## src/rtl/mem_port_arbiter_if.sv

```systemverilog
// mem_port_arbiter_if: request/response bundle linking fetch port, load/store port, arbiter and memory
// Parameters: ADDR_W address width, DATA_W data width
// Modports: slave = arbiter view (takes requests and mem_rdata, drives responses, stalls and memory controls)
//           master = pipeline/memory view (drives requests and mem_rdata, observes everything else)
interface mem_port_arbiter_if #(
   parameter int ADDR_W = 64,
   parameter int DATA_W = 64
);
   logic              if_req;
   logic [ADDR_W-1:0] if_addr;
   logic [31:0]       if_rdata;
   logic              if_ready;
   logic              d_req;
   logic              d_we;
   logic [ADDR_W-1:0] d_addr;
   logic [DATA_W-1:0] d_wdata;
   logic [2:0]        d_funct3;
   logic [DATA_W-1:0] d_rdata;
   logic              d_ready;
   logic              stall_if;
   logic              stall_mem;
   logic              mem_en;
   logic              mem_we;
   logic [ADDR_W-1:0] mem_addr;
   logic [DATA_W-1:0] mem_wdata;
   logic [2:0]        mem_funct3;
   logic [DATA_W-1:0] mem_rdata;
   modport slave (
      input  if_req, if_addr, d_req, d_we, d_addr, d_wdata, d_funct3, mem_rdata,
      output if_rdata, if_ready, d_rdata, d_ready, stall_if, stall_mem,
             mem_en, mem_we, mem_addr, mem_wdata, mem_funct3
   );
   modport master (
      output if_req, if_addr, d_req, d_we, d_addr, d_wdata, d_funct3, mem_rdata,
      input  if_rdata, if_ready, d_rdata, d_ready, stall_if, stall_mem,
             mem_en, mem_we, mem_addr, mem_wdata, mem_funct3
   );
endinterface

```

## src/rtl/mem_port_arbiter.sv

```systemverilog
// mem_port_arbiter: shares one single-ported memory between the fetch port and the load/store port
// Ports: clk rising-edge clock; reset async active-high; bus (slave modport) carries the fetch
//        request/response, data request/response, per-stage stalls and the memory interface.
// Data requests win ties unless the fetch has already lost STARVE_MAX consecutive ties.
module mem_port_arbiter #(
   parameter int ADDR_W     = 64,
   parameter int DATA_W     = 64,
   parameter int MEM_LAT    = 2,
   parameter int STARVE_MAX = 2
) (
   input  logic               clk,
   input  logic               reset,
   mem_port_arbiter_if.slave  bus
);
   localparam int LW = $clog2(MEM_LAT + 1);
   localparam int SW = $clog2(STARVE_MAX + 1);
   typedef enum logic [1:0] {IDLE, BUSY_I, BUSY_D, RESP} state_t;
   state_t            state_q;
   logic [LW-1:0]     lat_cnt_q;
   logic [SW-1:0]     starve_cnt_q;
   logic              en_q, we_q, if_ready_q, d_ready_q;
   logic [ADDR_W-1:0] addr_q;
   logic [DATA_W-1:0] wdata_q, d_rdata_q;
   logic [2:0]        f3_q;
   logic [31:0]       if_rdata_q;
   logic              starved, grant_i;
   assign starved = starve_cnt_q == SW'(STARVE_MAX);
   assign grant_i = bus.if_req & (~bus.d_req | starved);
   always_ff @(posedge clk or posedge reset) begin
      if (reset) begin
         state_q      <= IDLE;
         lat_cnt_q    <= '0;
         starve_cnt_q <= '0;
         en_q         <= 1'b0;
         we_q         <= 1'b0;
         if_ready_q   <= 1'b0;
         d_ready_q    <= 1'b0;
         addr_q       <= '0;
         wdata_q      <= '0;
         f3_q         <= '0;
         if_rdata_q   <= '0;
         d_rdata_q    <= '0;
      end else begin
         if_ready_q <= 1'b0;
         d_ready_q  <= 1'b0;
         case (state_q)
            IDLE: if (bus.if_req | bus.d_req) begin
               state_q   <= grant_i ? BUSY_I : BUSY_D;
               en_q      <= 1'b1;
               we_q      <= ~grant_i & bus.d_we;
               addr_q    <= grant_i ? bus.if_addr : bus.d_addr;
               wdata_q   <= grant_i ? '0 : bus.d_wdata;
               f3_q      <= grant_i ? 3'b010 : bus.d_funct3;
               lat_cnt_q <= '0;
               // counts data grants that overtook a waiting fetch
               starve_cnt_q <= (grant_i | ~bus.if_req) ? '0
                             : starved ? starve_cnt_q : starve_cnt_q + 1'b1;
            end
            BUSY_I, BUSY_D: begin
               lat_cnt_q <= lat_cnt_q + 1'b1;
               if (lat_cnt_q == LW'(MEM_LAT - 1)) begin
                  state_q <= RESP;
                  en_q    <= 1'b0;
                  we_q    <= 1'b0;
                  if (state_q == BUSY_I) begin
                     if_rdata_q <= bus.mem_rdata[31:0];
                     if_ready_q <= 1'b1;
                  end else begin
                     if (!we_q) d_rdata_q <= bus.mem_rdata;
                     d_ready_q <= 1'b1;
                  end
               end
            end
            default: state_q <= IDLE;
         endcase
      end
   end
   assign bus.mem_en     = en_q;
   assign bus.mem_we     = we_q;
   assign bus.mem_addr   = addr_q;
   assign bus.mem_wdata  = wdata_q;
   assign bus.mem_funct3 = f3_q;
   assign bus.if_rdata   = if_rdata_q;
   assign bus.d_rdata    = d_rdata_q;
   assign bus.if_ready   = if_ready_q;
   assign bus.d_ready    = d_ready_q;
   assign bus.stall_if   = bus.if_req & ~if_ready_q;
   assign bus.stall_mem  = bus.d_req & ~d_ready_q;
endmodule

```

## src/flat_wrapper.sv

```systemverilog
// flat-port wrapper written by rule: the top's interface ports become plain ports
module mem_port_arbiter_flat 
#(
   parameter int ADDR_W     = 64,
   parameter int DATA_W     = 64,
   parameter int MEM_LAT    = 2,
   parameter int STARVE_MAX = 2
)
  (clk, reset, bus_if_req, bus_if_addr, bus_d_req, bus_d_we, bus_d_addr, bus_d_wdata, bus_d_funct3, bus_mem_rdata, bus_if_rdata, bus_if_ready, bus_d_rdata, bus_d_ready, bus_stall_if, bus_stall_mem, bus_mem_en, bus_mem_we, bus_mem_addr, bus_mem_wdata, bus_mem_funct3);
  mem_port_arbiter_if #(.ADDR_W(ADDR_W), .DATA_W(DATA_W)) bus_i ();
  input  logic clk;
  input  logic reset;
  input wire logic [$bits(bus_i.if_req)-1:0] bus_if_req;
  input wire logic [$bits(bus_i.if_addr)-1:0] bus_if_addr;
  input wire logic [$bits(bus_i.d_req)-1:0] bus_d_req;
  input wire logic [$bits(bus_i.d_we)-1:0] bus_d_we;
  input wire logic [$bits(bus_i.d_addr)-1:0] bus_d_addr;
  input wire logic [$bits(bus_i.d_wdata)-1:0] bus_d_wdata;
  input wire logic [$bits(bus_i.d_funct3)-1:0] bus_d_funct3;
  input wire logic [$bits(bus_i.mem_rdata)-1:0] bus_mem_rdata;
  output wire logic [$bits(bus_i.if_rdata)-1:0] bus_if_rdata;
  output wire logic [$bits(bus_i.if_ready)-1:0] bus_if_ready;
  output wire logic [$bits(bus_i.d_rdata)-1:0] bus_d_rdata;
  output wire logic [$bits(bus_i.d_ready)-1:0] bus_d_ready;
  output wire logic [$bits(bus_i.stall_if)-1:0] bus_stall_if;
  output wire logic [$bits(bus_i.stall_mem)-1:0] bus_stall_mem;
  output wire logic [$bits(bus_i.mem_en)-1:0] bus_mem_en;
  output wire logic [$bits(bus_i.mem_we)-1:0] bus_mem_we;
  output wire logic [$bits(bus_i.mem_addr)-1:0] bus_mem_addr;
  output wire logic [$bits(bus_i.mem_wdata)-1:0] bus_mem_wdata;
  output wire logic [$bits(bus_i.mem_funct3)-1:0] bus_mem_funct3;
  assign bus_i.if_req = bus_if_req;
  assign bus_i.if_addr = bus_if_addr;
  assign bus_i.d_req = bus_d_req;
  assign bus_i.d_we = bus_d_we;
  assign bus_i.d_addr = bus_d_addr;
  assign bus_i.d_wdata = bus_d_wdata;
  assign bus_i.d_funct3 = bus_d_funct3;
  assign bus_i.mem_rdata = bus_mem_rdata;
  assign bus_if_rdata = bus_i.if_rdata;
  assign bus_if_ready = bus_i.if_ready;
  assign bus_d_rdata = bus_i.d_rdata;
  assign bus_d_ready = bus_i.d_ready;
  assign bus_stall_if = bus_i.stall_if;
  assign bus_stall_mem = bus_i.stall_mem;
  assign bus_mem_en = bus_i.mem_en;
  assign bus_mem_we = bus_i.mem_we;
  assign bus_mem_addr = bus_i.mem_addr;
  assign bus_mem_wdata = bus_i.mem_wdata;
  assign bus_mem_funct3 = bus_i.mem_funct3;
  mem_port_arbiter #(.ADDR_W(ADDR_W), .DATA_W(DATA_W), .MEM_LAT(MEM_LAT), .STARVE_MAX(STARVE_MAX)) u_core (.clk(clk), .reset(reset), .bus(bus_i));
endmodule
```

## config.mk

```make
export PLATFORM = sky130hd
export DESIGN_NAME = mem_port_arbiter_flat
export DESIGN_NICKNAME = d
export VERILOG_FILES = /design/src/rtl/mem_port_arbiter_if.sv /design/src/rtl/mem_port_arbiter.sv /design/src/flat_wrapper.sv
export SDC_FILE = /design/constraint.sdc
export NUM_CORES = 1
export LEC_CHECK = 0
export CAP_MARGIN = 0
export CORE_AREA = 2 2 193 195
export CTS_CLUSTER_DIAMETER = 60
export DETAILED_ROUTE_END_ITERATION = 12
export DIE_AREA = 0 0 195 197
export PLACE_DENSITY = 0.56
export SLEW_MARGIN = 0
export SYNTH_ARGS = -nofsm -noshare
export SYNTH_HDL_FRONTEND = slang
export SYNTH_SLANG_ARGS = --single-unit
```

## constraint.sdc

```tcl
create_clock -name clk -period 8.6 [get_ports clk]
set_clock_uncertainty 0.05 [all_clocks]
set_input_delay 0.86 -clock clk [delete_from_list [all_inputs] [get_ports clk]]
set_output_delay 0.86 -clock clk [all_outputs]
set_load 0.03 [all_outputs]
```

## Yosys cells after proc, flatten, opt, wreduce, memory -nomap -nowiden

Cells that the tools add are included.

| operators by class | value |
|---|---|
| add/sub/neg operators | 2 |
| equal/unequal tests | 7 |
| multiplexer cells | 22 |
| bitwise logic cells | 14 |
| reduce and logical (&&, ||, !) cells | 10 |

Operators with widths:

| operator | count |
|---|---|
| 64-bit 2-to-1 mux | 2 |
| 2-bit 2-to-1 mux | 6 |
| 1-bit 2-to-1 mux | 9 |
| 3-bit AND reduction | 3 |
| 2-bit case mux with 2 select lines | 2 |
| 1-bit NOT | 7 |
| 2-bit AND reduction | 3 |
| 2-bit by 1-bit adder with 2-bit output (second input constant) | 2 |
| 1-bit bitwise AND | 4 |
| 2-bit by 1-bit equality test with 1-bit output (second input constant) | 2 |
| 2-bit equality test (second input constant) | 2 |
| 2-bit by 1-bit inequality test with 1-bit output (second input constant) | 2 |
| 1-bit case mux with 2 select lines | 2 |
| 4-bit AND reduction | 1 |
| 3-bit 2-to-1 mux | 1 |
| 1-bit bitwise OR | 3 |
| 2-bit logical NOT | 1 |
| 2-bit inequality test (second input constant) | 1 |
| 2-bit nonzero test | 1 |
| 2-bit OR reduction | 1 |

| storage, ports and cells | value |
|---|---|
| register bits | 237 |
| bits of input ports | 264 |

## Longest topological paths before layout

| depth | value |
|---|---|
| depth in word-level cells | 7 |
| gate-level depth with buffers | 7 |
| mapped depth without buffers | 5 |

## Worst setup path before layout

Ideal clock, no wire load.

| timing path | value |
|---|---|
| kind | input-to-output |
| start | in bus_if_req |
| end | out bus_stall_if |
| data arrival time | 1.892 ns |
| required time | 7.690 ns |
| path slack | 5.798 ns |
| stages | 5 |
| path buffers | 3 |
| cell sequence | buf_2 > inv_2 > clkbuf_1 > clkbuf_1 > nor2_1 |

| on the way | value |
|---|---|
| longest elaborated chain between the ends | 1 |

RTL lines:

| item | RTL line | source |
|---|---|---|
| start: declaration | flat_wrapper.sv:13 | `input wire logic [$bits(bus_i.if_req)-1:0] bus_if_req;` |
| 1-bit bitwise AND | mem_port_arbiter.sv:87 | `assign bus.stall_if = bus.if_req & ~if_ready_q;` |
| end: declaration | flat_wrapper.sv:25 | `output wire logic [$bits(bus_i.stall_if)-1:0] bus_stall_if;` |

Every way passes these cells.

## Final worst setup path

Same ends and word-level chain as after synthesis.

==> reports/metrics.cfg <==
[run_status]
outcome=finished clean

[global_routing]
grt_overflow=0
grt_usage_pct=17.4
grt_pass1_vias=8468
grt_antenna_before_repair=2
grt_max_degree=138
grt_pass1_wl_um=52300

[clock_tree]
cts_buffer_depth=3
cts_sinks=237
ctsResizeCount=0
cts_setup_buffers=0
htree_levels=1
ctsRootBufferMaster=clkbuf_16
clk_pin_slew_ps=60
clk-insertion-delay-late_ps=550
hold_buffers=0
cts_tree=yes
numCtsBuffers=31

[yosys]
synth.net_count=1046
synth.top_cell.area_share_pct=62.0
synth.area.mux_share_pct=11.4
synth_top_family_by_area=compound AO/OA/AOI/OAI gates
ys.warnings.count=0
synth_top_cell_by_area=dfrtp_1
synth-simple-area-share_pct=3.86
synth_fa_ha_area_share_pct=0.784
synth_area_leaders=dfrtp_1 62%, mux2_2 11%, a22o_1 6.2%
ys_seq_area_share_pct=62.0
ys_ff_latch=237
netlist_area_mm2=0.00957
netlist_instances=776
synth-compound-area-share_pct=18.2
synthXorXnorAreaFrac_pct=0
ys_types=33
syn_avg_cell_area_um2=12.3

[routing]
finalWirelength_um=35000
route.vias.total=8188
wl_per_cell_um=20.1
drc=0
drtPass1Iterations=4
via_per_inst=4.70
drtIter0Drc=393
drtAntennaViolNets=0

[sta]
setup_viol=0
setup_slack_ps=5090
maxSlewViolCount=0
finalHoldViolCount=0
tns_ps=0
whs_ps=432
worstMarginPinSlew_ps=941
max_slew_margin_pct=37.2
fin_crit_ps=3510
rsz0062_at_grt=no
max_clock_freq_mhz=285
fin_crit_sh_pct=40.9

[die]
die_w_um=195
rows=70
initial_core_util_pct=26.4
die_h_um=197
io_pins=497
core_area_mm2=0.0363
die_area_mm2=0.0384

[worst_setup_path]
start_kind=input port
critPathMaxFanout=73
worstSetupStartpoint=bus_if_req
crit_required_ps=7690
arrival_ps=2600
r2r-start=u_core.state_q[0]$_DFFE_PP0P_
timing.rr.end=u_core.bus.mem_addr[37]$_DFFE_PP0P_
ff2ff_path_depth=7
critPathKind=in2out
cp-end-kind=output pin
regToRegSetupSlack_ps=5950

[pwr]
power_density_mw_per_mm2=426
p_sw_share_pct=41.3
power.leakage_nw=6.49
power_frac_seq_pct=28.7
power_frac_comb_pct=52.8
p_total_mw=6.78
p_int_mw=3.98
peakVddDrop_mv=0.206
pwr-share-clk_pct=18.6
p_sw_mw=2.80

[min_path]
hp-class=reg2reg
hold-path-endpoint=u_core.bus.d_rdata[51]$_DFFE_PP0P_
hold_path_depth=1
hp-start=u_core.bus.d_rdata[51]$_DFFE_PP0P_

[cells_and_area]
final_area_mm2=0.0159
area_growth_pct=66.2
drive_gt1_share_pct=12.5
layout.nets=1520
layout_commonest_cell=clkdlybuf4s50_1
final_cell_mix=495 x clkdlybuf4s50_1, 237 x dfrtp_1, 92 x mux2_2

[placement]
dp_hpwl_um=24100
dpl_cell_area_mm2=0.0149
gp_congestion=0.790
port_buffers=496
dp_slack_ps=4970

[job]
maxCapViolCount=0

layer usage:
| metal | global-route usage [%] | up-vias | part of all wire, % |
|---|---|---|---|
| met5 | 0 | - | 0 |
| met4 | 5.23 | 0 | 2.4 |
| met3 | 4.65 | 53 | 8.0 |
| met2 | 29.7 | 354 | 49 |
| met1 | 21.5 | 3996 | 40 |
| li1 | - | 3785 | - |
flip-flops by register name, summed over array words and instances, names as in the netlist, 2 cells and up:
| signal | cells |
|---|---|
| u_core.bus.d_rdata | 64 |
| u_core.bus.mem_addr | 64 |
| u_core.bus.mem_wdata | 64 |
| u_core.bus.if_rdata | 32 |
| u_core.bus.mem_funct3 | 3 |
| u_core.lat_cnt_q | 2 |
| u_core.starve_cnt_q | 2 |
| u_core.state_q | 2 |
layout make-up:
type,instances,area [µm²]
diodes,2,5.00
clock buffers,45,888
clock inverters,9,110
fillers,3460,20300
inverters,9,41.3
multi-input cells,464,3290
flip-flops and latches,237,5930
well taps,468,586
repair buffers,507,5050
logic make-up after synthesis:
kind of cell,Yosys count
adder cells (fa/ha/maj),6
AND/OR/NAND/NOR,86
multiplexers,97
flip-flops,237
AO/OA/AOI/OAI,275
buffers and inverters,75
Yosys cell counts:
library cell,n
a21oi_1,65
a21oi_2,1
a22o_1,68
a31oi_1,65
and2b_1,1
and3_1,1
buf_1,4
buf_2,29
buf_4,3
buf_6,4
clkbuf_1,26
dfrtp_1,237
ha_1,6
inv_1,8
inv_2,1
mux2_1,5
mux2_2,92
nand2_1,5
nand2b_1,3
nand3_1,1
nor2_1,70
nor2b_1,1
nor3_4,1
nor3b_1,1
nor3b_2,1
o211a_1,1
o21a_1,1
o21ai_0,70
o21ai_4,1
o2bb2ai_1,1
o31ai_1,1
o41ai_1,1
or2b_1,1
power groups by stage:
stage / logic, mW / registers (mW) / clock network (mW)
2_1_floorplan: 1.04 / 2.99 / 0
3_5_place_dp: 3.61 / 1.96 / 0
3_3_place_gp: 3.60 / 1.94 / 0
4_1_cts: 3.63 / 1.95 / 1.30
6_report: 3.58 / 1.94 / 1.26
5_1_grt: 3.78 / 2.02 / 1.34
how the worst max path moves through the flow:
stage	slack, ps	cells past startpoint	endpoint
final	5090	5	bus_stall_if
after global routing	5000	5	bus_stall_if
after CTS	5070	3	bus_stall_mem
after detailed placement	4970	6	u_core.bus.mem_addr[15]$_DFFE_PP0P_
after global placement	4970	6	u_core.bus.mem_addr[38]$_DFFE_PP0P_
after floorplan	1190	1	u_core.bus.d_rdata[0]$_DFFE_PP0P_
critical path: stages:
cell             delay (ps)
buf_2                    70
buf_4                   700
inv_2                   100
nor2_1                  130
clkdlybuf4s50_1         680
stage by stage:
| step | std cells | utilization (%) |
|---|---|---|
| 6_report | 1741 | 43.9 |
| 2_1_floorplan | 776 | - |
| 3_5_place_dp | 1685 | 41.1 |
| 5_1_grt | 1741 | 43.9 |
| 4_1_cts | 1739 | 43.9 |
| 3_3_place_gp | 1685 | 41.1 |
(Power assumes the default switching activity.)
